$ cat src/rtl/cordic_atan_sched_if.sv
// ---------------------------------------------------------------------------
// cordic_atan_sched_if
//   Groups the signals of the shared-atan scheduler: the requester side
//   (per-requester valid/ready plus packed x/y operands), the operand
//   interface to the atan pipeline (tx_cx/tx_cy out, rx_cz back), and the
//   tagged result stream with the status outputs.
//
//   master : the scheduler's view (drives tx_*, samples rx_*)
//   slave  : the environment's view (requesters, pipeline, result consumer)
// ---------------------------------------------------------------------------
interface cordic_atan_sched_if #(
  parameter int N    = 4,
  parameter int IDW  = 2,
  parameter int CNTW = 5
);
  logic              rx_en;
  logic [N-1:0]      rx_req_vld;
  logic [N-1:0]      tx_req_rdy;
  logic [32*N-1:0]   rx_req_x;
  logic [32*N-1:0]   rx_req_y;
  logic [31:0]       tx_cx;
  logic [31:0]       tx_cy;
  logic [11:0]       rx_cz;
  logic              tx_res_vld;
  logic [IDW-1:0]    tx_res_id;
  logic [11:0]       tx_res_z;
  logic [CNTW-1:0]   tx_inflight;
  logic              tx_idle;

  modport master (
    input  rx_en, rx_req_vld, rx_req_x, rx_req_y, rx_cz,
    output tx_req_rdy, tx_cx, tx_cy, tx_res_vld, tx_res_id, tx_res_z,
           tx_inflight, tx_idle
  );

  modport slave (
    output rx_en, rx_req_vld, rx_req_x, rx_req_y, rx_cz,
    input  tx_req_rdy, tx_cx, tx_cy, tx_res_vld, tx_res_id, tx_res_z,
           tx_inflight, tx_idle
  );
endinterface

$ cat src/rtl/cordic_atan_sched.sv
// ---------------------------------------------------------------------------
// cordic_atan_sched
//   Round-robin scheduler sharing one fully pipelined atan datapath among N
//   requesters. At most one operand pair is granted per cycle and registered
//   onto tx_cx/tx_cy; idle cycles drive zero operands (explicit bubbles, the
//   pipeline cannot stall). A shadow tag pipe of LAT+1 stages carries
//   {valid, requester id} alongside each operation so the angle returning on
//   rx_cz can be re-associated with its requester.
//
//   Ports:
//     rx_clk      clock, rising edge
//     rx_rst      asynchronous active-high reset (also resets the pipeline)
//     bus.rx_en   grant enable; 0 stops new grants, in-flight work drains
//     bus.rx_req_vld / bus.tx_req_rdy   per-requester handshake
//     bus.rx_req_x / bus.rx_req_y       packed operands, requester i at [32i+:32]
//     bus.tx_cx / bus.tx_cy             registered operands to the pipeline
//     bus.rx_cz                         angle from the pipeline, LAT cycles later
//     bus.tx_res_vld/_id/_z             one-cycle result pulse with requester id
//     bus.tx_inflight                   issued-but-not-returned operation count
//     bus.tx_idle                       nothing in flight and nothing requested
// ---------------------------------------------------------------------------
module cordic_atan_sched #(
  parameter int N    = 4,
  parameter int IDW  = 2,
  parameter int LAT  = 11,
  parameter int CNTW = 5
) (
  input  logic                  rx_clk,
  input  logic                  rx_rst,
  cordic_atan_sched_if.master   bus
);

  typedef struct packed {
    logic           vld;
    logic [IDW-1:0] id;
  } tag_t;

  // Round-robin pointer holds the most recently granted requester.
  logic [IDW-1:0]  ptr_q,      ptr_d;
  logic [31:0]     cx_q,       cx_d;
  logic [31:0]     cy_q,       cy_d;
  tag_t            tag_q [0:LAT];
  tag_t            tag_d [0:LAT];
  logic            res_vld_q,  res_vld_d;
  logic [IDW-1:0]  res_id_q,   res_id_d;
  logic [11:0]     res_z_q,    res_z_d;
  logic [CNTW-1:0] inflight_q, inflight_d;

  logic [N-1:0]    gnt;
  logic            gnt_any;
  logic [IDW-1:0]  gnt_id;

  // -------------------------------------------------------------------------
  // Arbitration: first asserted valid searching from ptr+1 upward with wrap.
  // -------------------------------------------------------------------------
  always_comb begin : arb
    int idx;
    // NOTE: every variable written here gets a default first so no path
    // leaves it unassigned, which would otherwise infer a latch.
    idx     = 0;
    gnt     = '0;
    gnt_any = 1'b0;
    gnt_id  = '0;
    if (bus.rx_en) begin
      for (int k = 1; k <= N; k++) begin
        idx = int'(ptr_q) + k;
        if (idx >= N) idx = idx - N;
        if (!gnt_any && bus.rx_req_vld[idx]) begin
          gnt_any     = 1'b1;
          gnt_id      = IDW'(idx);
          gnt[idx]    = 1'b1;
        end
      end
    end
  end

  // -------------------------------------------------------------------------
  // Next-state: operand issue, tag shift, result capture, in-flight count.
  // -------------------------------------------------------------------------
  always_comb begin : nxt
    ptr_d    = ptr_q;
    cx_d     = '0;
    cy_d     = '0;
    tag_d[0] = '0;
    if (gnt_any) begin
      ptr_d    = gnt_id;
      cx_d     = bus.rx_req_x[int'(gnt_id)*32 +: 32];
      cy_d     = bus.rx_req_y[int'(gnt_id)*32 +: 32];
      tag_d[0] = '{vld: 1'b1, id: gnt_id};
    end

    // Tag pipe shifts every cycle: stage 0 lines up with tx_cx, stage LAT
    // lines up with rx_cz.
    for (int k = 1; k <= LAT; k++) tag_d[k] = tag_q[k-1];

    res_vld_d = tag_q[LAT].vld;
    res_id_d  = tag_q[LAT].id;
    res_z_d   = tag_q[LAT].vld ? bus.rx_cz : res_z_q;

    // A transfer and a returning result in the same cycle cancel out.
    inflight_d = inflight_q;
    unique case ({gnt_any, res_vld_q})
      2'b10:   inflight_d = inflight_q + CNTW'(1);
      2'b01:   inflight_d = inflight_q - CNTW'(1);
      default: inflight_d = inflight_q;
    endcase
  end

  // -------------------------------------------------------------------------
  // State registers.
  // -------------------------------------------------------------------------
  always_ff @(posedge rx_clk or posedge rx_rst) begin
    if (rx_rst) begin
      ptr_q      <= IDW'(N-1);
      cx_q       <= '0;
      cy_q       <= '0;
      // NOTE: the tag pipe is reset stage by stage, unlike a data RAM: a
      // surviving valid bit would emit a phantom result after reset.
      for (int k = 0; k <= LAT; k++) tag_q[k] <= '0;
      res_vld_q  <= 1'b0;
      res_id_q   <= '0;
      res_z_q    <= '0;
      inflight_q <= '0;
    end else begin
      // NOTE: non-blocking assignments so every flop samples pre-edge values;
      // the tag shift depends on it.
      ptr_q      <= ptr_d;
      cx_q       <= cx_d;
      cy_q       <= cy_d;
      for (int k = 0; k <= LAT; k++) tag_q[k] <= tag_d[k];
      res_vld_q  <= res_vld_d;
      res_id_q   <= res_id_d;
      res_z_q    <= res_z_d;
      inflight_q <= inflight_d;
    end
  end

  assign bus.tx_req_rdy  = gnt;
  assign bus.tx_cx       = cx_q;
  assign bus.tx_cy       = cy_q;
  assign bus.tx_res_vld  = res_vld_q;
  assign bus.tx_res_id   = res_id_q;
  assign bus.tx_res_z    = res_z_q;
  assign bus.tx_inflight = inflight_q;
  assign bus.tx_idle     = (inflight_q == '0) && !(|bus.rx_req_vld);

endmodule

$ cat src/flat_wrapper.sv
// flat-port wrapper written by rule: the top's interface ports become plain ports
module cordic_atan_sched_flat 
#(
  parameter int N    = 4,
  parameter int IDW  = 2,
  parameter int LAT  = 11,
  parameter int CNTW = 5
)
  (rx_clk, rx_rst, bus_rx_en, bus_rx_req_vld, bus_rx_req_x, bus_rx_req_y, bus_rx_cz, bus_tx_req_rdy, bus_tx_cx, bus_tx_cy, bus_tx_res_vld, bus_tx_res_id, bus_tx_res_z, bus_tx_inflight, bus_tx_idle);
  cordic_atan_sched_if #(.N(N), .IDW(IDW), .CNTW(CNTW)) bus_i ();
  input  logic rx_clk;
  input  logic rx_rst;
  input wire logic [$bits(bus_i.rx_en)-1:0] bus_rx_en;
  input wire logic [$bits(bus_i.rx_req_vld)-1:0] bus_rx_req_vld;
  input wire logic [$bits(bus_i.rx_req_x)-1:0] bus_rx_req_x;
  input wire logic [$bits(bus_i.rx_req_y)-1:0] bus_rx_req_y;
  input wire logic [$bits(bus_i.rx_cz)-1:0] bus_rx_cz;
  output wire logic [$bits(bus_i.tx_req_rdy)-1:0] bus_tx_req_rdy;
  output wire logic [$bits(bus_i.tx_cx)-1:0] bus_tx_cx;
  output wire logic [$bits(bus_i.tx_cy)-1:0] bus_tx_cy;
  output wire logic [$bits(bus_i.tx_res_vld)-1:0] bus_tx_res_vld;
  output wire logic [$bits(bus_i.tx_res_id)-1:0] bus_tx_res_id;
  output wire logic [$bits(bus_i.tx_res_z)-1:0] bus_tx_res_z;
  output wire logic [$bits(bus_i.tx_inflight)-1:0] bus_tx_inflight;
  output wire logic [$bits(bus_i.tx_idle)-1:0] bus_tx_idle;
  assign bus_i.rx_en = bus_rx_en;
  assign bus_i.rx_req_vld = bus_rx_req_vld;
  assign bus_i.rx_req_x = bus_rx_req_x;
  assign bus_i.rx_req_y = bus_rx_req_y;
  assign bus_i.rx_cz = bus_rx_cz;
  assign bus_tx_req_rdy = bus_i.tx_req_rdy;
  assign bus_tx_cx = bus_i.tx_cx;
  assign bus_tx_cy = bus_i.tx_cy;
  assign bus_tx_res_vld = bus_i.tx_res_vld;
  assign bus_tx_res_id = bus_i.tx_res_id;
  assign bus_tx_res_z = bus_i.tx_res_z;
  assign bus_tx_inflight = bus_i.tx_inflight;
  assign bus_tx_idle = bus_i.tx_idle;
  cordic_atan_sched #(.N(N), .IDW(IDW), .LAT(LAT), .CNTW(CNTW)) u_core (.rx_clk(rx_clk), .rx_rst(rx_rst), .bus(bus_i));
endmodule
$ cat config.mk
export PLATFORM = sky130hd
export DESIGN_NAME = cordic_atan_sched_flat
export DESIGN_NICKNAME = d
export VERILOG_FILES = /design/src/rtl/cordic_atan_sched_if.sv /design/src/rtl/cordic_atan_sched.sv /design/src/flat_wrapper.sv
export SDC_FILE = /design/constraint.sdc
export NUM_CORES = 1
export LEC_CHECK = 0
export ABC_AREA = 1
export CAP_MARGIN = 20
export CORE_AREA = 4 4 141 143
export DETAILED_ROUTE_END_ITERATION = 8
export DIE_AREA = 0 0 145 147
export PLACE_DENSITY = 0.81
export SKIP_CTS_REPAIR_TIMING = 1
export SLEW_MARGIN = 20
export SYNTH_ARGS = -nofsm -noshare
export SYNTH_HDL_FRONTEND = slang
export SYNTH_SLANG_ARGS = --single-unit
export TNS_END_PERCENT = 1
$ cat constraint.sdc
create_clock -name rx_clk -period 4.51 [get_ports rx_clk]
set_input_delay 0.451 -clock rx_clk [delete_from_list [all_inputs] [get_ports rx_clk]]
set_output_delay 0.451 -clock rx_clk [all_outputs]
set_load 0.1 [all_outputs]
==> metrics.cfg, run 1 <==
[worst_setup_path]
reg2reg_from=u_core.ptr_q[0]
crit_path_start=u_core.ptr_q[0]
critical_path_arrival_ns=3.71
r2r_setup_slack_ns=1.13
cp_top_family=simple AND/OR/NAND/NOR gates
startpoint_type=flip-flop
cpPeakStageDelay_ns=0.67
crit_path_max_fanout=60
critical_path.cell_chain=inv_2 > ha_1 > inv_1 > nand2_1 > nand2_4 > a21oi_1 > nand2_1 > nand3_4 > buf_4 > nand2_1 > nand3_1 > nand2_1 > nor2_1
crit_required_ns=4.84
cp-end-kind=flip-flop
worstSetupPathType=reg2reg
cpMostUsedCell=nand2_1
cp.buffers_inverters=3
crit_slowest_cell=dfstp_2

[clock_tree]
cts_tree=done
clk_pin_slew_worst_paths_ns=0.06
cts_sinks=122
cts_buffer_depth=2
cts_htree_levels=4
cts_buffers=17
cts-root-buf=clkbuf_16
insertion_delay_ns=0.40

[hold_path]
hp-start=u_core.tag_d[21]
hold_class=reg2reg

[sta]
fmax_ghz=0.296
worst_slew_pin_slew_ns=1.11
max_slew_margin=0.259
grt_setup_unrepaired=no
skew_ns=0.00648
final.setup.tns_ns=0
setup_viol=0
min_period_ns=3.38
setup_slack_ns=1.13
hold_viol=0
fin_crit_sh=0.749
slew_violations=0

[drt]
drc=0
drt_iter0_drc=378
ant_nets=0
vias=7219
drtPass1Iterations=6
wl_um=23000
wl_per_cell_um=15.5
vias_per_cell=4.85

[synthesis]
synthTopCellsByCount=nand2_1, nand3_1, nor2_1
synthesis.area_sq_um=6880
syn_avg_cell_area_sq_um=7.49
yosysMostFrequentCell=nand2_1
yosysTopAreaCell=dfrtp_1
yosysTopAreaCellShare=0.436
async_reset_ff_frac=1.00
synth.distinct_cells=34
synthCells=919
synth_edf_count=0
synth_area_leaders=dfrtp_1, nand2_1, nand3_1, nor2_1, buf_6
ys_seq_area_frac=0.444
syn-num-nets=1206
ys_ff_latch=122
synth_ff_type=dfrtp_1
synth-warning-count=0

[floorplan]
io_pins=364
die_w_um=145
die_area_sq_um=21300
initial_core_util=0.371
core_area_sq_um=18600
rows=50
die_height_um=147

[power]
power_uw=9010
pwr_density_cell_nw_per_um2=813
p_leak_uw=0.00532
ir_drop_v=0.000513

[place]
portBuffers=363
dpl_worst_slack_ns=1.15
hpwlAfterDp_um=17000
gp_congestion=0.863

[grt]
grt.total_usage=0.210
antenna_found_initial=0
overflow=0
grt_max_degree=99
grt_pass1_vias=6989
grt_pass1_wl_um=36000

[run]
maxCapViolCount=0

[cells_and_area]
area.growth.synth_to_final_pct=60.9
fin_nets=1529
fin_util=0.596
nFillCells=1638
diodes=0
drive_above_1_share=0.0646

[status]
status=complete, no violations

-- per-stage QoR --
step | hold slack, ns | instance area, sq um | cells
6_report | 0.338 | 11100 | 1488
4_1_cts | 0.346 | 11100 | 1488
5_1_grt | 0.342 | 11100 | 1488
3_5_place_dp | 0.335 | 10500 | 1457
3_3_place_gp | 0.332 | 10500 | 1457
2_1_floorplan | 0.331 | 6880 | 919
-- placed cells by master, fill, tap and decap left out, drive strengths merged --
cell type	Yosys	final
a21oi	2	2
bufinv	0	3
a31oi	1	1
dfrtp	120	120
nand2	308	308
buf	48	12
and3	1	1
o211ai	1	1
xor2	2	2
clkbuf	18	24
xnor2	3	3
or2	1	1
clkinvlp	0	1
o221ai	1	1
a22oi	3	3
nand3b	1	1
o2111ai	1	1
a21boi	1	1
o21ai	8	8
nand3	208	208
mux2	12	12
inv	28	28
nor2	135	135
clkinv	0	3
nor4	2	2
ha	12	12
dfstp	2	2
clkdlybuf4s50	0	358
-- metal layers --
| metal | part of all wire | vias to the layer above | track usage |
|---|---|---|---|
| met3 | 0.086 | 55 | 0.0753 |
| met5 | 0 | - | 0 |
| met1 | 0.39 | 3262 | 0.242 |
| met4 | 0.033 | 0 | 0.0865 |
| met2 | 0.50 | 314 | 0.356 |
| li1 | - | 3588 | - |
-- final timing paths --
kind,endpoint,depth (start not counted)
hold / removal,u_core.tag_d[18],0
hold reg to reg,u_core.tag_d[18],0
max in group asynchronous,u_core.bus.tx_cy[6],3
setup / recovery,u_core.bus.tx_cx[19],13
min in group asynchronous,u_core.res_id_d[0],2
setup reg to reg,u_core.bus.tx_cx[19],13
-- sequential cells by signal (all words and copies together) (netlist names) --
name,cells
u_core.bus.tx_cx,32
u_core.bus.tx_cy,32
u_core.bus.tx_inflight,5
u_core.bus.tx_res_id,2
u_core.bus.tx_res_vld,1
u_core.bus.tx_res_z,12
u_core.ptr_q,2
u_core.res_id_d,2
u_core.res_vld_d,1
u_core.tag_d,33
-- final cells by class --
type / count / area [sq um] / area share
Clock inverter: 7 / 113 / 0.0102
Tap cell: 234 / 293 / 0.0264
Inverter: 28 / 110 / 0.00994
Sequential cell: 122 / 3060 / 0.276
Clock buffer: 24 / 502 / 0.0453
Timing Repair Buffer: 370 / 3700 / 0.334
Multi-Input combinational cell: 703 / 3310 / 0.298
-- report_power, final --
group | switching (uW) | total (uW) | internal (uW)
combinational | 4410 | 6000 | 1590
clock | 463 | 1400 | 937
sequential | 148 | 1610 | 1470
total | 5020 | 9010 | 3990
-- cells by family after synthesis --
kind of cell               share of synthesized area
AOI/OAI and AO/OA                             0.0167
adders and majority gates                     0.0218
muxes                                         0.0196
xor gates and xnor gates                     0.00636
buffers and inverters                         0.0800
DFF                                            0.444
and+or+nand+nor                                0.412
No activity file was read; power rests on OpenSTA's default activity.
==> run 2, diff against run 1 <==
--- a/config.mk
+++ b/config.mk
@@ -7,10 +7,11 @@
 export LEC_CHECK = 0
 export ABC_AREA = 1
 export CAP_MARGIN = 20
-export CORE_AREA = 4 4 141 143
+export CORE_ASPECT_RATIO = 1.75
+export CORE_MARGIN = 4
+export CORE_UTILIZATION = 36
 export DETAILED_ROUTE_END_ITERATION = 8
-export DIE_AREA = 0 0 145 147
-export PLACE_DENSITY = 0.81
+export PLACE_DENSITY = 0.82
 export SKIP_CTS_REPAIR_TIMING = 1
 export SLEW_MARGIN = 20
 export SYNTH_ARGS = -nofsm -noshare
==> constraint.sdc (replaced) <==
create_clock -name rx_clk -period 3.1 [get_ports rx_clk]
set_input_delay 0.31 -clock rx_clk [delete_from_list [all_inputs] [get_ports rx_clk]]
set_output_delay 0.31 -clock rx_clk [all_outputs]
set_load 0.1 [all_outputs]
==> run 2 against run 1 <==
Combinational power rose by 53%. Flip-flop and latch count unchanged. Global-route usage grew 1.3 points. Utilization grew 0.66 points. Via count grew 1.6%. Worst setup slack worse by 0.96 ns. Sequential share of layout area fell by 0.42 points. Final cell count up 1.0%. Non-clock buffer count increased by 12. Clock skew up 0.0038 ns. Power grew 50%. Sequential power increased by 47%. Critical path type is now reg2out. Largest cell class unchanged. Highest routed layer unchanged.
==> metrics.cfg, run 2 (synthesis results as in run 1) <==
[sta]
worst_slew_pin_slew_ns=1.03
fmax_ghz=0.341
setup_viol=0
hold_viol=0
whs_ns=0.246
fin_crit_sh=0.946
slew_violations=0
min_period_ns=2.93
skew_ns=0.0103
max_slew_margin=0.311

[worst_setup_path]
reg2reg_from=u_core.ptr_q[1]
worstSetupPathType=reg2out
crit_required_ns=2.79
critical_path.cell_chain=inv_1 > ha_2 > inv_1 > nand2_1 > nand2_4 > nor2_4 > nand3_4 > o221ai_2 > nand2_1 > inv_1 > buf_12
cpPeakStageDelay_ns=0.61
crit_path_max_fanout=8
critical_path_arrival_ns=2.62
startpoint_type=flip-flop
cp-end-kind=output pin
rr_worst_depth=15
crit_slowest_cell=dfstp_2
crit_path_start=u_core.ptr_q[1]
cpMostUsedCell=inv_1

[status]
status=complete, no violations

[cells_and_area]
nFillCells=1692
post-route-cell-area_sq_um=11200
multiInputGateArea_sq_um=3320
area.growth.synth_to_final_pct=63.4
final-seq-area_sq_um=3060
drive_above_1_share=0.0925
diodes=0
fin_nets=1541
fin_cells=1503
largest_reg_flops=33
mostFrequentLayoutCells=clkdlybuf4s50_1, nand2_1, nand3_1
final_common_cell=clkdlybuf4s50_1

[power]
pwr_density_cell_nw_per_um2=1200
ir_drop_v=0.00100
pwr-share-clk=0.150
switching_power_uw=7490
switching_share=0.553
intPower_uw=6050
p_comb_frac=0.676
p_leak_uw=0.00544
seqPwrFrac=0.174

[place]
gp_congestion=0.909
hpwlAfterDp_um=18700
portBuffers=363
place_area_sq_um=10600
dp_cells=1472

[clock_tree]
cts_sinks=122
cts_buffer_depth=2
clk_pin_slew_worst_paths_ns=0.06
cts_buffers=17
cts_tree=done
cts-root-buf=clkbuf_16
insertion_delay_ns=0.39
cts_htree_levels=4

[grt]
grt_pass1_vias=7249
antenna_found_initial=0
grt_max_degree=109
overflow=0
grt_pass1_wl_um=37900
grt.total_usage=0.223

[floorplan]
die_w_um=113
core_area_sq_um=18700
rows=66
die_area_sq_um=21500
initial_core_util=0.369
die_height_um=191
io_pins=364

[drt]
vias_per_cell=4.88
wl_per_cell_um=16.4
drtPass1Iterations=5
drt_iter0_drc=412
ant_nets=0
vias=7336
wl_um=24700
drc=0

[hold_path]
hold_class=in2async

[run]
maxCapViolCount=0

run 2: cell type report:
type	count	area share
Clock buffer	23	0.0434
Clock inverter	7	0.0102
Sequential cell	122	0.272
Tap cell	238	0.0265
Timing Repair Buffer	382	0.343
Inverter	28	0.00968
Multi-Input combinational cell	703	0.295
run 2: critical path: cells and delay by family, from the launching register on:
| family | cells | cell delay [ns] |
|---|---|---|
| compound gates | 1 | 0.18 |
| fa+ha+maj | 1 | 0.39 |
| buf+inv | 4 | 0.45 |
| flops | 1 | 0.61 |
| simple gates | 5 | 0.60 |
run 2: per-layer routing:
layer  vias up  share of wire  GRT usage  wire (um)
li1       3611              -          -          -
met1      3379           0.36      0.250       9010
met2       298           0.53      0.403      13200
met3        48          0.066     0.0526       1620
met4         0          0.036     0.0930        901
met5         -              0          0          0
run 2: power groups by stage:
| stage | registers (uW) | clock network, uW | logic (uW) |
|---|---|---|---|
| 2_1_floorplan | 5050 | 0 | 4460 |
| 3_3_place_gp | 2370 | 0 | 9060 |
| 3_5_place_dp | 2380 | 0 | 9150 |
| 4_1_cts | 2360 | 2080 | 9170 |
| 5_1_grt | 2420 | 2150 | 9860 |
| 6_report | 2360 | 2030 | 9150 |
run 2: stage by stage:
stage	TNS [ns]	power (uW)	utilization	setup slack, ns
floorplan	0	9510	-	0.231
global placement	0	11400	0.569	0.386
detailed placement	0	11500	0.569	0.318
CTS	0	13600	0.601	0.0772
global route	-0.0294	14400	0.603	-0.0162
finish	0	13500	0.603	0.167
run 2: path summary, 6_finish.rpt:
kind                                      endpoint  slack (ns)
max                              bus_tx_req_rdy[1]        0.17
min                           u_core.bus.tx_cx[21]        0.25
max reg2reg                   u_core.bus.tx_cy[28]        0.40
min reg2reg                u_core.bus.tx_res_id[1]        0.34
max in group asynchronous     u_core.bus.tx_cy[19]        2.14
min in group rx_clk        u_core.bus.tx_res_id[1]        0.34
==> run 3, diff against run 2 <==
--- a/config.mk
+++ b/config.mk
@@ -13,7 +13,7 @@
 export DETAILED_ROUTE_END_ITERATION = 8
 export PLACE_DENSITY = 0.82
 export SKIP_CTS_REPAIR_TIMING = 1
-export SLEW_MARGIN = 20
+export SLEW_MARGIN = 10
 export SYNTH_ARGS = -nofsm -noshare
 export SYNTH_HDL_FRONTEND = slang
 export SYNTH_SLANG_ARGS = --single-unit
==> results of run 3 <==
The final DEF is identical to that of run 2; final timing and power are the same.
